[config.mk]
export PLATFORM = sky130hd
export DESIGN_NAME = dct8_butterfly4_flat
export DESIGN_NICKNAME = d
export VERILOG_FILES = /design/src/rtl/dct8_butterfly4_if.sv /design/src/rtl/dct8_butterfly4.sv /design/src/flat_wrapper.sv
export SDC_FILE = /design/constraint.sdc
export NUM_CORES = 1
export LEC_CHECK = 0
export CORE_MARGIN = 5
export CORE_UTILIZATION = 52
export CTS_CLUSTER_DIAMETER = 150
export DETAILED_ROUTE_END_ITERATION = 8
export GPL_ROUTABILITY_DRIVEN = 0
export GPL_TIMING_DRIVEN = 0
export HOLD_SLACK_MARGIN = 0.03
export PLACE_DENSITY = 0.74
export SLEW_MARGIN = 25
export SYNTH_ARGS = -nofsm -noshare
export SYNTH_HDL_FRONTEND = slang
export SYNTH_SLANG_ARGS = --single-unit
[constraint.sdc]
create_clock -name clk -period 8.8 [get_ports clk]
set_clock_uncertainty 0.15 [all_clocks]
set_input_delay 1.76 -clock clk [delete_from_list [all_inputs] [get_ports clk]]
set_output_delay 1.76 -clock clk [all_outputs]
set_load 0.01 [all_outputs]
[src/rtl/dct8_butterfly4_if.sv]
// Stream interface for the 8-point DCT first-stage butterfly: serial samples in, butterfly results out.
interface dct8_butterfly4_if #(
    parameter int unsigned DATA_WIDTH = 16
);
    localparam int unsigned OUT_W = DATA_WIDTH + 1;

    logic                         in_valid;
    logic signed [DATA_WIDTH-1:0] in_sample;
    logic                         in_flush;
    logic                         out_valid;
    logic signed [OUT_W-1:0]      out_sample;
    logic [2:0]                   out_index;
    logic                         out_last;

    modport master (
        output in_valid, in_sample, in_flush,
        input  out_valid, out_sample, out_index, out_last
    );

    modport slave (
        input  in_valid, in_sample, in_flush,
        output out_valid, out_sample, out_index, out_last
    );
endinterface

[src/rtl/dct8_butterfly4.sv]
// 8-point DCT first-stage butterfly with ping-pong banks: fills one bank serially while draining the other.
// Optional macro DCT8_BFLY_SAT_EN saturates each result to the signed DATA_WIDTH range.
module dct8_butterfly4 #(
    parameter int unsigned DATA_WIDTH = 16
) (
    input  logic              clk,
    input  logic              rst_n,
    dct8_butterfly4_if.slave  bus
);
    localparam int unsigned DW    = DATA_WIDTH;
    localparam int unsigned OUT_W = DATA_WIDTH + 1;

    localparam logic signed [OUT_W-1:0] SAT_MAX = {2'b00, {(DW-1){1'b1}}};
    localparam logic signed [OUT_W-1:0] SAT_MIN = {2'b11, {(DW-1){1'b0}}};

    typedef enum logic {
        IDLE  = 1'b0,
        DRAIN = 1'b1
    } state_t;

    state_t state_q, state_d;

    logic signed [DW-1:0] mem [2][8];

    logic [2:0] wr_cnt_q,  wr_cnt_d;
    logic       wr_bank_q, wr_bank_d;
    logic [2:0] rd_idx_q,  rd_idx_d;
    logic       rd_bank_q, rd_bank_d;
    logic [1:0] full_q,    full_d;

    logic                    out_valid_q,  out_valid_d;
    logic signed [OUT_W-1:0] out_sample_q, out_sample_d;
    logic [2:0]              out_index_q,  out_index_d;
    logic                    out_last_q,   out_last_d;

    logic                    accept;
    logic                    complete;
    logic                    emit;
    logic [2:0]              emit_idx;
    logic [2:0]              idx_a;
    logic [2:0]              idx_b;
    logic signed [DW-1:0]    op_a;
    logic signed [DW-1:0]    op_b;
    logic signed [OUT_W-1:0] op_a_ext;
    logic signed [OUT_W-1:0] op_b_ext;
    logic signed [OUT_W-1:0] res_raw;
    logic signed [OUT_W-1:0] res;

    // Next-state, bank bookkeeping and registered-output computation
    always_comb begin
        state_d      = state_q;
        wr_cnt_d     = wr_cnt_q;
        wr_bank_d    = wr_bank_q;
        rd_idx_d     = rd_idx_q;
        rd_bank_d    = rd_bank_q;
        full_d       = full_q;
        out_valid_d  = 1'b0;
        out_sample_d = '0;
        out_index_d  = '0;
        out_last_d   = 1'b0;
        emit         = 1'b0;
        emit_idx     = rd_idx_q;
        idx_a        = '0;
        idx_b        = '0;
        op_a         = '0;
        op_b         = '0;
        op_a_ext     = '0;
        op_b_ext     = '0;
        res_raw      = '0;
        res          = '0;

        // Flush takes priority over a coincident sample
        accept   = bus.in_valid && !bus.in_flush;
        complete = accept && (wr_cnt_q == 3'd7);

        if (bus.in_flush) begin
            wr_cnt_d = '0;
        end else if (accept) begin
            wr_cnt_d = wr_cnt_q + 3'd1;
            if (complete) begin
                wr_bank_d = ~wr_bank_q;
            end
        end

        case (state_q)
            IDLE: begin
                if (full_q[rd_bank_q]) begin
                    emit     = 1'b1;
                    emit_idx = 3'd0;
                    rd_idx_d = 3'd1;
                    state_d  = DRAIN;
                end
            end
            DRAIN: begin
                emit     = 1'b1;
                emit_idx = rd_idx_q;
                rd_idx_d = rd_idx_q + 3'd1;
                if (rd_idx_q == 3'd7) begin
                    full_d[rd_bank_q] = 1'b0;
                    rd_bank_d         = ~rd_bank_q;
                    // Stay in DRAIN (index wrapped to 0) when the other bank is already complete
                    if (full_q[~rd_bank_q] || complete) begin
                        state_d = DRAIN;
                    end else begin
                        state_d = IDLE;
                    end
                end
            end
            default: begin
                state_d = IDLE;
            end
        endcase

        if (complete) begin
            full_d[wr_bank_q] = 1'b1;
        end

        // Pair j with 7-j; upper half of the index space takes the difference
        idx_a    = {1'b0, emit_idx[1:0]};
        idx_b    = {1'b1, ~emit_idx[1:0]};
        op_a     = mem[rd_bank_q][idx_a];
        op_b     = mem[rd_bank_q][idx_b];
        op_a_ext = OUT_W'(op_a);
        op_b_ext = OUT_W'(op_b);
        res_raw  = emit_idx[2] ? (op_a_ext - op_b_ext) : (op_a_ext + op_b_ext);

`ifdef DCT8_BFLY_SAT_EN
        if (res_raw > SAT_MAX) begin
            res = SAT_MAX;
        end else if (res_raw < SAT_MIN) begin
            res = SAT_MIN;
        end else begin
            res = res_raw;
        end
`else
        res = res_raw;
`endif

        if (emit) begin
            out_valid_d  = 1'b1;
            out_sample_d = res;
            out_index_d  = emit_idx;
            out_last_d   = (emit_idx == 3'd7);
        end
    end

    // Sample storage; contents are don't-care after reset
    always_ff @(posedge clk) begin
        if (accept) begin
            mem[wr_bank_q][wr_cnt_q] <= bus.in_sample;
        end
    end

    // State and output registers
    always_ff @(posedge clk or negedge rst_n) begin
        if (!rst_n) begin
            state_q      <= IDLE;
            wr_cnt_q     <= '0;
            wr_bank_q    <= 1'b0;
            rd_idx_q     <= '0;
            rd_bank_q    <= 1'b0;
            full_q       <= '0;
            out_valid_q  <= 1'b0;
            out_sample_q <= '0;
            out_index_q  <= '0;
            out_last_q   <= 1'b0;
        end else begin
            state_q      <= state_d;
            wr_cnt_q     <= wr_cnt_d;
            wr_bank_q    <= wr_bank_d;
            rd_idx_q     <= rd_idx_d;
            rd_bank_q    <= rd_bank_d;
            full_q       <= full_d;
            out_valid_q  <= out_valid_d;
            out_sample_q <= out_sample_d;
            out_index_q  <= out_index_d;
            out_last_q   <= out_last_d;
        end
    end

    assign bus.out_valid  = out_valid_q;
    assign bus.out_sample = out_sample_q;
    assign bus.out_index  = out_index_q;
    assign bus.out_last   = out_last_q;

endmodule

[src/flat_wrapper.sv]
// flat-port wrapper written by rule: the top's interface ports become plain ports
module dct8_butterfly4_flat 
#(
    parameter int unsigned DATA_WIDTH = 16
)
  (clk, rst_n, bus_in_valid, bus_in_sample, bus_in_flush, bus_out_valid, bus_out_sample, bus_out_index, bus_out_last);
  dct8_butterfly4_if #(.DATA_WIDTH(DATA_WIDTH)) bus_i ();
  input  logic clk;
  input  logic rst_n;
  input wire logic [$bits(bus_i.in_valid)-1:0] bus_in_valid;
  input wire logic [$bits(bus_i.in_sample)-1:0] bus_in_sample;
  input wire logic [$bits(bus_i.in_flush)-1:0] bus_in_flush;
  output wire logic [$bits(bus_i.out_valid)-1:0] bus_out_valid;
  output wire logic [$bits(bus_i.out_sample)-1:0] bus_out_sample;
  output wire logic [$bits(bus_i.out_index)-1:0] bus_out_index;
  output wire logic [$bits(bus_i.out_last)-1:0] bus_out_last;
  assign bus_i.in_valid = bus_in_valid;
  assign bus_i.in_sample = bus_in_sample;
  assign bus_i.in_flush = bus_in_flush;
  assign bus_out_valid = bus_i.out_valid;
  assign bus_out_sample = bus_i.out_sample;
  assign bus_out_index = bus_i.out_index;
  assign bus_out_last = bus_i.out_last;
  dct8_butterfly4 #(.DATA_WIDTH(DATA_WIDTH)) u_core (.clk(clk), .rst_n(rst_n), .bus(bus_i));
endmodule
==> impl_metrics.toml, run 1 <==
[drt]
wl_per_cell_um = 23.9
vias = 7761
drt_wl_total_um = 30400
vias_per_cell = 6.09
drt_iter0_drc = 858
ant_nets = 0
drc = 0
drt-pass1-iter-count = 6

[clock_tree]
postCtsHoldBufs = 0
root_buffer = "clkbuf_16"
cts-htree-levels = 1
worst_skew_pair.late_latency_ns = 0.56
cts_tree = "done"
cts_resized = 0
cts_setup_buffers = 0
cts_sinks = 289
numCtsBuffers = 30
clkSlewWorstSetupHoldPaths_ns = 0.06
cts_max_path_buffers = 3

[floorplanning]
die_h_um = 165
dieArea_um2 = 27300
die_x_um = 165
rows = 56
coreArea_um2 = 23600
io_pins = 42
start_util_pct = 53.0

[timing]
drv_slew = 0
slew_headroom_pct = 40.2
setup_tns_ns = 0
setup-violations-final = 0
rsz0062_at_grt = "no"
worst_slew_pin_slew_ns = 0.894
finalCritPeriodShare_pct = 66.6
fin_crit_ns = 5.86
fmax_ghz = 0.171
finalHoldViolations = 0

[logic_synthesis]
yosysWarningCount = 0
syn_nets = 891
yosysSeqAreaShare_pct = 68.0
synth_edf_count = 256
ys.flop_type = "edfxtp_1"
avgSynthCellArea_um2 = 14.7
synth_seq_cells = 289
ys_types = 71
synthCells = 849
syn-cell-area_um2 = 12500
async_flop_share_pct = 11.4

[final_layout]
final_layout_size_suffix_gt1_share_pct = 15.0
diodes = 0
final_area_um2 = 14500
final_cell_mix = "edfxtp_1 (256), nand2_1 (86), nor2_1 (49), clkdlybuf4s50_1 (40), mux4_2 (34)"
nNetsFinal = 975
final_common_cell = "edfxtp_1"
area_growth_pct = 15.5

[placed_design]
placed_cell_area_um2 = 13500
port-buffer-count = 41
dpl.hpwl_um = 20400

[power]
power_leakage_uw = 0.00501
vdd_drop_max_v = 0.000128
p_per_area_nw_per_um2 = 191

[setup_path]
cp-end-kind = "flop"
crit-reg2reg-launch = "u_core.full_q[1]$_DFF_PN0_"
ff2ff_setup_slack_ns = 2.94
startpoint = "u_core.full_q[1]$_DFF_PN0_"
arrival_ns = 6.14
worstSetupStartpointType = "flop"
crit_end = "u_core.bus.out_sample[16]$_DFF_PN0_"
rr_endpoint = "u_core.bus.out_sample[16]$_DFF_PN0_"
crit_type = "flop to flop"
cp.required_ns = 9.08
reg2reg_depth = 19
critPathMaxFanout = 10

[global_route]
grt_overflow = 0
grt_pass1_vias = 7714
grt_max_degree = 27
grt_pass1_wl_um = 46200
grt_use_total_pct = 22.8
antenna_found_initial = 0

[flow_run]
drv_cap = 0

[worst_hold_path]
hold_path_class = "flop to flop"

[outcome]
outcome = "finished, final reports clean"
==> critical path, stage by stage (launching register included) <==
cell and delay (ns):
dfrtp_1 0.49, mux2i_2 0.26, buf_4 0.23, o21a_1 0.13
buf_4 0.21, clkbuf_1 0.56, clkbuf_1 0.68, mux4_2 0.42
mux2i_1 0.17, ha_1 0.21, fa_1 0.21, nor2b_1 0.06
o21ai_0 0.29, a21oi_1 0.18, o211ai_1 0.32, o22ai_1 0.17
nor4_1 0.35, o31ai_1 0.15, or3_1 0.31, and3_1 0.18
==> where the power goes <==
group	internal [µW]	switching, µW	total (µW)	leakage, µW
logic	20.8	43.4	64.3	0.00180
registers	1500	4.28	1510	0.00276
clock network	698	497	1190	0.000453
==> metal layers <==
metal | wire (µm) | track usage (%)
met1 | 12000 | 31.7
met2 | 14600 | 37.1
met3 | 2960 | 3.75
met4 | 897 | 7.71
met5 | 0 | 0
==> cell usage after synthesis, types with 3 or more instances <==
cell         n  area, µm²
mux2i_1     10        100
buf_6        3       33.8
nor2_1      61        229
dfrtp_1     33        826
o211ai_1     6       45.0
xor2_1      10       87.6
clkbuf_1    15       56.3
o22a_1       3       26.3
a2bb2oi_1    3       26.3
a211oi_1     8       60.1
mux4_2      34        766
and2_1       7       43.8
a311oi_1     4       35.0
nor2b_1     10       62.6
nor3_1      19       95.1
a221oi_1    12        105
edfxtp_1   256       7690
o2bb2ai_1    3       26.3
xnor2_1     17        149
a21oi_1     27        135
buf_4        5       37.5
mux2_2       3       33.8
a31oi_1      6       37.5
buf_2       18       90.1
inv_1       26       97.6
a221o_1      4       40.0
ha_1        21        263
nand2_1     86        323
o21a_1       7       52.6
a21o_1       3       22.5
o22ai_1     11       68.8
nand3_1      7       35.0
or3_1        9       56.3
a2111oi_0    3       26.3
nand2b_1    11       68.8
and3_1       5       31.3
o21ai_0     29        145
o221ai_1    11       96.3
o31ai_1      4       30.0
==> metrics by stage <==
| stage | setup WS [ns] | power [µW] | std cells | hold slack [ns] | util [%] |
|---|---|---|---|---|---|
| after floorplan | 4.32 | 1560 | 849 | 0.370 | - |
| after global placement | 3.00 | 1590 | 1209 | 0.440 | 56.4 |
| after detailed placement | 3.09 | 1600 | 1220 | 0.429 | 57.3 |
| after CTS | 3.00 | 2780 | 1275 | 0.452 | 61.2 |
| after global routing | 2.48 | 2850 | 1275 | 0.483 | 61.2 |
| final | 2.94 | 2770 | 1275 | 0.455 | 61.2 |
==> final cells by class <==
type | instances | area, µm²
tap | 319 | 399
multi-input combinational | 491 | 3780
fill | 1735 | 9160
buffer | 42 | 221
clock inverter | 15 | 115
inverter | 27 | 101
sequential | 289 | 8510
timing repair buffer | 52 | 515
clock buffer | 40 | 810
==> worst min-delay path by stage <==
stage | startpoint | to | slack [ns] | cells after the start
floorplan | u_core.rd_idx_q[2]$_DFFE_PN0P_ | u_core.bus.out_index[2]$_DFF_PN0_ | 0.37 | 1
global placement | u_core.rd_idx_q[2]$_DFFE_PN0P_ | u_core.bus.out_index[2]$_DFF_PN0_ | 0.44 | 1
detailed placement | u_core.rd_idx_q[2]$_DFFE_PN0P_ | u_core.bus.out_index[2]$_DFF_PN0_ | 0.43 | 1
CTS | u_core.rd_idx_q[2]$_DFFE_PN0P_ | u_core.bus.out_index[2]$_DFF_PN0_ | 0.45 | 1
global route | u_core.rd_idx_q[2]$_DFFE_PN0P_ | u_core.bus.out_index[2]$_DFF_PN0_ | 0.48 | 1
finish | u_core.rd_idx_q[2]$_DFFE_PN0P_ | u_core.bus.out_index[2]$_DFF_PN0_ | 0.45 | 1
==> registers in the layout, indices dropped and copies added (netlist names) <==
register and cells:
u_core.bus.out_index 3, u_core.bus.out_last 1, u_core.bus.out_sample 17, u_core.bus.out_valid 1, u_core.full_q 2, u_core.mem 256, u_core.rd_bank_q 1, u_core.rd_idx_q 3
u_core.state_q 1, u_core.wr_bank_q 1, u_core.wr_cnt_q 3
==> logic make-up after synthesis <==
| logic type | count (synthesis) | share of synthesized area, % |
|---|---|---|
| xor+xnor | 27 | 1.89 |
| fa+ha+maj | 22 | 2.26 |
| simple gates | 227 | 8.36 |
| flops | 289 | 68.0 |
| buf+inv | 69 | 2.58 |
| mux | 49 | 7.42 |
| compound gates | 166 | 9.48 |
(Power assumes the default switching activity.)
==> run 2: changes to the inputs <==
--- a/config.mk
+++ b/config.mk
@@ -12,7 +12,7 @@
 export GPL_ROUTABILITY_DRIVEN = 0
 export GPL_TIMING_DRIVEN = 0
 export HOLD_SLACK_MARGIN = 0.03
-export PLACE_DENSITY = 0.74
+export PLACE_DENSITY = 0.77
 export SLEW_MARGIN = 25
 export SYNTH_ARGS = -nofsm -noshare
 export SYNTH_HDL_FRONTEND = slang
==> constraint.sdc (replaced) <==
create_clock -name clk -period 5.3 [get_ports clk]
set_clock_uncertainty 0.15 [all_clocks]
set_input_delay 1.06 -clock clk [delete_from_list [all_inputs] [get_ports clk]]
set_output_delay 1.06 -clock clk [all_outputs]
set_load 0.01 [all_outputs]
==> impl_metrics.toml, run 2 (same netlist as run 1, synthesis figures left out) <==
[timing]
hold_slack_ns = 0.204
setup-violations-final = 0
finalHoldViolations = 0
setup_slack_ns = 0.188
slew_headroom_pct = 36.8
fin_crit_ns = 5.11
worst_slew_pin_slew_ns = 0.945
drv_slew = 0
finalCritPeriodShare_pct = 96.4
fmax_ghz = 0.196

[floorplanning]
dieArea_um2 = 27300
coreArea_um2 = 23600
die_h_um = 165
start_util_pct = 53.0
die_x_um = 165
io_pins = 42
rows = 56

[global_route]
grt_use_total_pct = 22.6
grt_pass1_vias = 7664
antenna_found_initial = 0
grt_overflow = 0
grt_max_degree = 26
grt_pass1_wl_um = 45900

[clock_tree]
numCtsBuffers = 30
clkSlewWorstSetupHoldPaths_ns = 0.06
cts_sinks = 289
root_buffer = "clkbuf_16"
cts_tree = "done"
cts-htree-levels = 1
cts_max_path_buffers = 3
worst_skew_pair.late_latency_ns = 0.55

[final_layout]
nNetsFinal = 977
final_common_cell = "edfxtp_1"
top_register = "u_core.mem"
diodes = 0
final_cell_mix = "edfxtp_1 (256), nand2_1 (86), nor2_1 (49), clkdlybuf4s50_1 (40), mux4_2 (34)"
instances_no_fill = 1278
largest_reg_flops = 256
area_growth_pct = 16.7
final_layout_size_suffix_gt1_share_pct = 16.8

[setup_path]
cp.required_ns = 5.59
critPathTopFamily = "compound AO/OA/AOI/OAI gates"
crit_type = "flop to flop"
cp-end-kind = "flop"
arrival_ns = 5.40
crit_buf_inv = 2
critPathMaxFanout = 6
slowest_stage = "nor2_1"
path_cells = "inv_1, nor2_1, a211oi_1, o31ai_1, inv_2, a31oi_1, nor2_1, xor2_1, ha_1, nand2_1, o21ai_0, o211ai_1, o22ai_1, nor4_2, o31ai_1, o21ai_0, and3_1"
critPathMaxStageDelay_ns = 0.65
worstSetupStartpointType = "flop"

[drt]
vias = 7895
drt_iter0_drc = 990
drt-pass1-iter-count = 5
drc = 0
ant_nets = 0
drt_wl_total_um = 30200
vias_per_cell = 6.18
wl_per_cell_um = 23.7

[power]
p_seq_share_pct = 53.3
netSwitchingFraction_pct = 19.6
comb_power_share_pct = 2.3
power_uw = 4700
p_int_uw = 3780
power_leakage_uw = 0.00510
p_switching_uw = 920
vdd_drop_max_v = 0.000253
p_per_area_nw_per_um2 = 322
clkPwrFrac_pct = 44.4

[worst_hold_path]
hold_path_class = "input pin to asynchronous set/reset pin"

[placed_design]
dp.cells = 1224
port-buffer-count = 41
place_ws_ns = -0.340
dpl.hpwl_um = 20600

[flow_run]
drv_cap = 0

[outcome]
outcome = "finished, final reports clean"
[run 2: cell count changes in the layout (fill, tap and decap cells not counted), moves of 2 or more]
cell / change
inv_4: +2
clkinv_1: -7
clkbuf_2: +3
nor2_2: +4
nor2_4: -4
buf_8: +6
buf_2: -3
clkbuf_8: +3
buf_6: -2
clkbuf_4: +3
clkbuf_1: -4
[run 2: power groups by stage]
| stage | sequential (µW) | clock, µW | combinational [µW] |
|---|---|---|---|
| floorplan | 2550 | 0 | 36.5 |
| global placement | 2550 | 0 | 95.0 |
| detailed placement | 2550 | 0 | 106 |
| CTS | 2500 | 2110 | 106 |
| global route | 2500 | 2210 | 115 |
| finish | 2500 | 2090 | 106 |
[run 2: what timing repair did]
| item | 4_1_cts | 5_1_grt |
|---|---|---|
| hold buffers | 0 | 0 |
| hold endpoints to repair | 0 | 0 |
| endpoints found under the setup margin | 5 | 3 |
| cloned | 0 | 0 |
| buffers inserted | 0 | 0 |
| gates resized for setup | 3 | 8 |
[run 2: final cells by class]
cell class / count / area (µm²)
tap: 319 / 399
sequential: 289 / 8510
multi-input combinational: 491 / 3790
inverter: 27 / 101
clock inverter: 11 / 114
clock buffer: 45 / 880
fill: 1721 / 9010
timing repair buffer: 56 / 583
buffer: 40 / 225
[run 2: worst paths after layout]
kind                                                start                                  end  slack (ns)  depth (start not counted)
max                        u_core.rd_idx_q[0]$_DFFE_PN0P_  u_core.bus.out_sample[16]$_DFF_PN0_        0.19                         17
min                                                 rst_n       u_core.rd_idx_q[0]$_DFFE_PN0P_        0.20                          1
max reg2reg                u_core.rd_idx_q[0]$_DFFE_PN0P_  u_core.bus.out_sample[16]$_DFF_PN0_        0.19                         17
min reg2reg                u_core.rd_idx_q[2]$_DFFE_PN0P_    u_core.bus.out_index[2]$_DFF_PN0_        0.46                          1
max in group asynchronous                           rst_n  u_core.bus.out_sample[12]$_DFF_PN0_        4.35                          2
min in group clk           u_core.rd_idx_q[2]$_DFFE_PN0P_    u_core.bus.out_index[2]$_DFF_PN0_        0.46                          1
[run 2: metal layers]
layer	up-vias	part of all wire [%]	GRT usage, %
li1	3460	-	-
met1	3911	40	32.1
met2	456	47	36.0
met3	68	10	4.37
met4	0	2.8	6.84
met5	-	0	0
[run 2: metrics by stage]
stage | instance area [µm²] | TNS, ns | util [%]
after floorplan | 12500 | 0 | -
after global placement | 13300 | -0.354 | 56.4
after detailed placement | 13600 | -0.552 | 57.5
after CTS | 14600 | 0 | 61.7
after global routing | 14600 | -0.00654 | 61.8
final | 14600 | 0 | 61.8
[run 2: worst register-to-register path: stages (launching register included)]
cell and delay, ns:
dfrtp_1 0.52, inv_1 0.21, nor2_1 0.65, a211oi_1 0.23, o31ai_1 0.63, inv_2 0.05
a31oi_1 0.47, nor2_1 0.12, xor2_1 0.19, ha_1 0.37, nand2_1 0.09, o21ai_0 0.18
o211ai_1 0.16, o22ai_1 0.31, nor4_2 0.08, o31ai_1 0.27, o21ai_0 0.13, and3_1 0.17
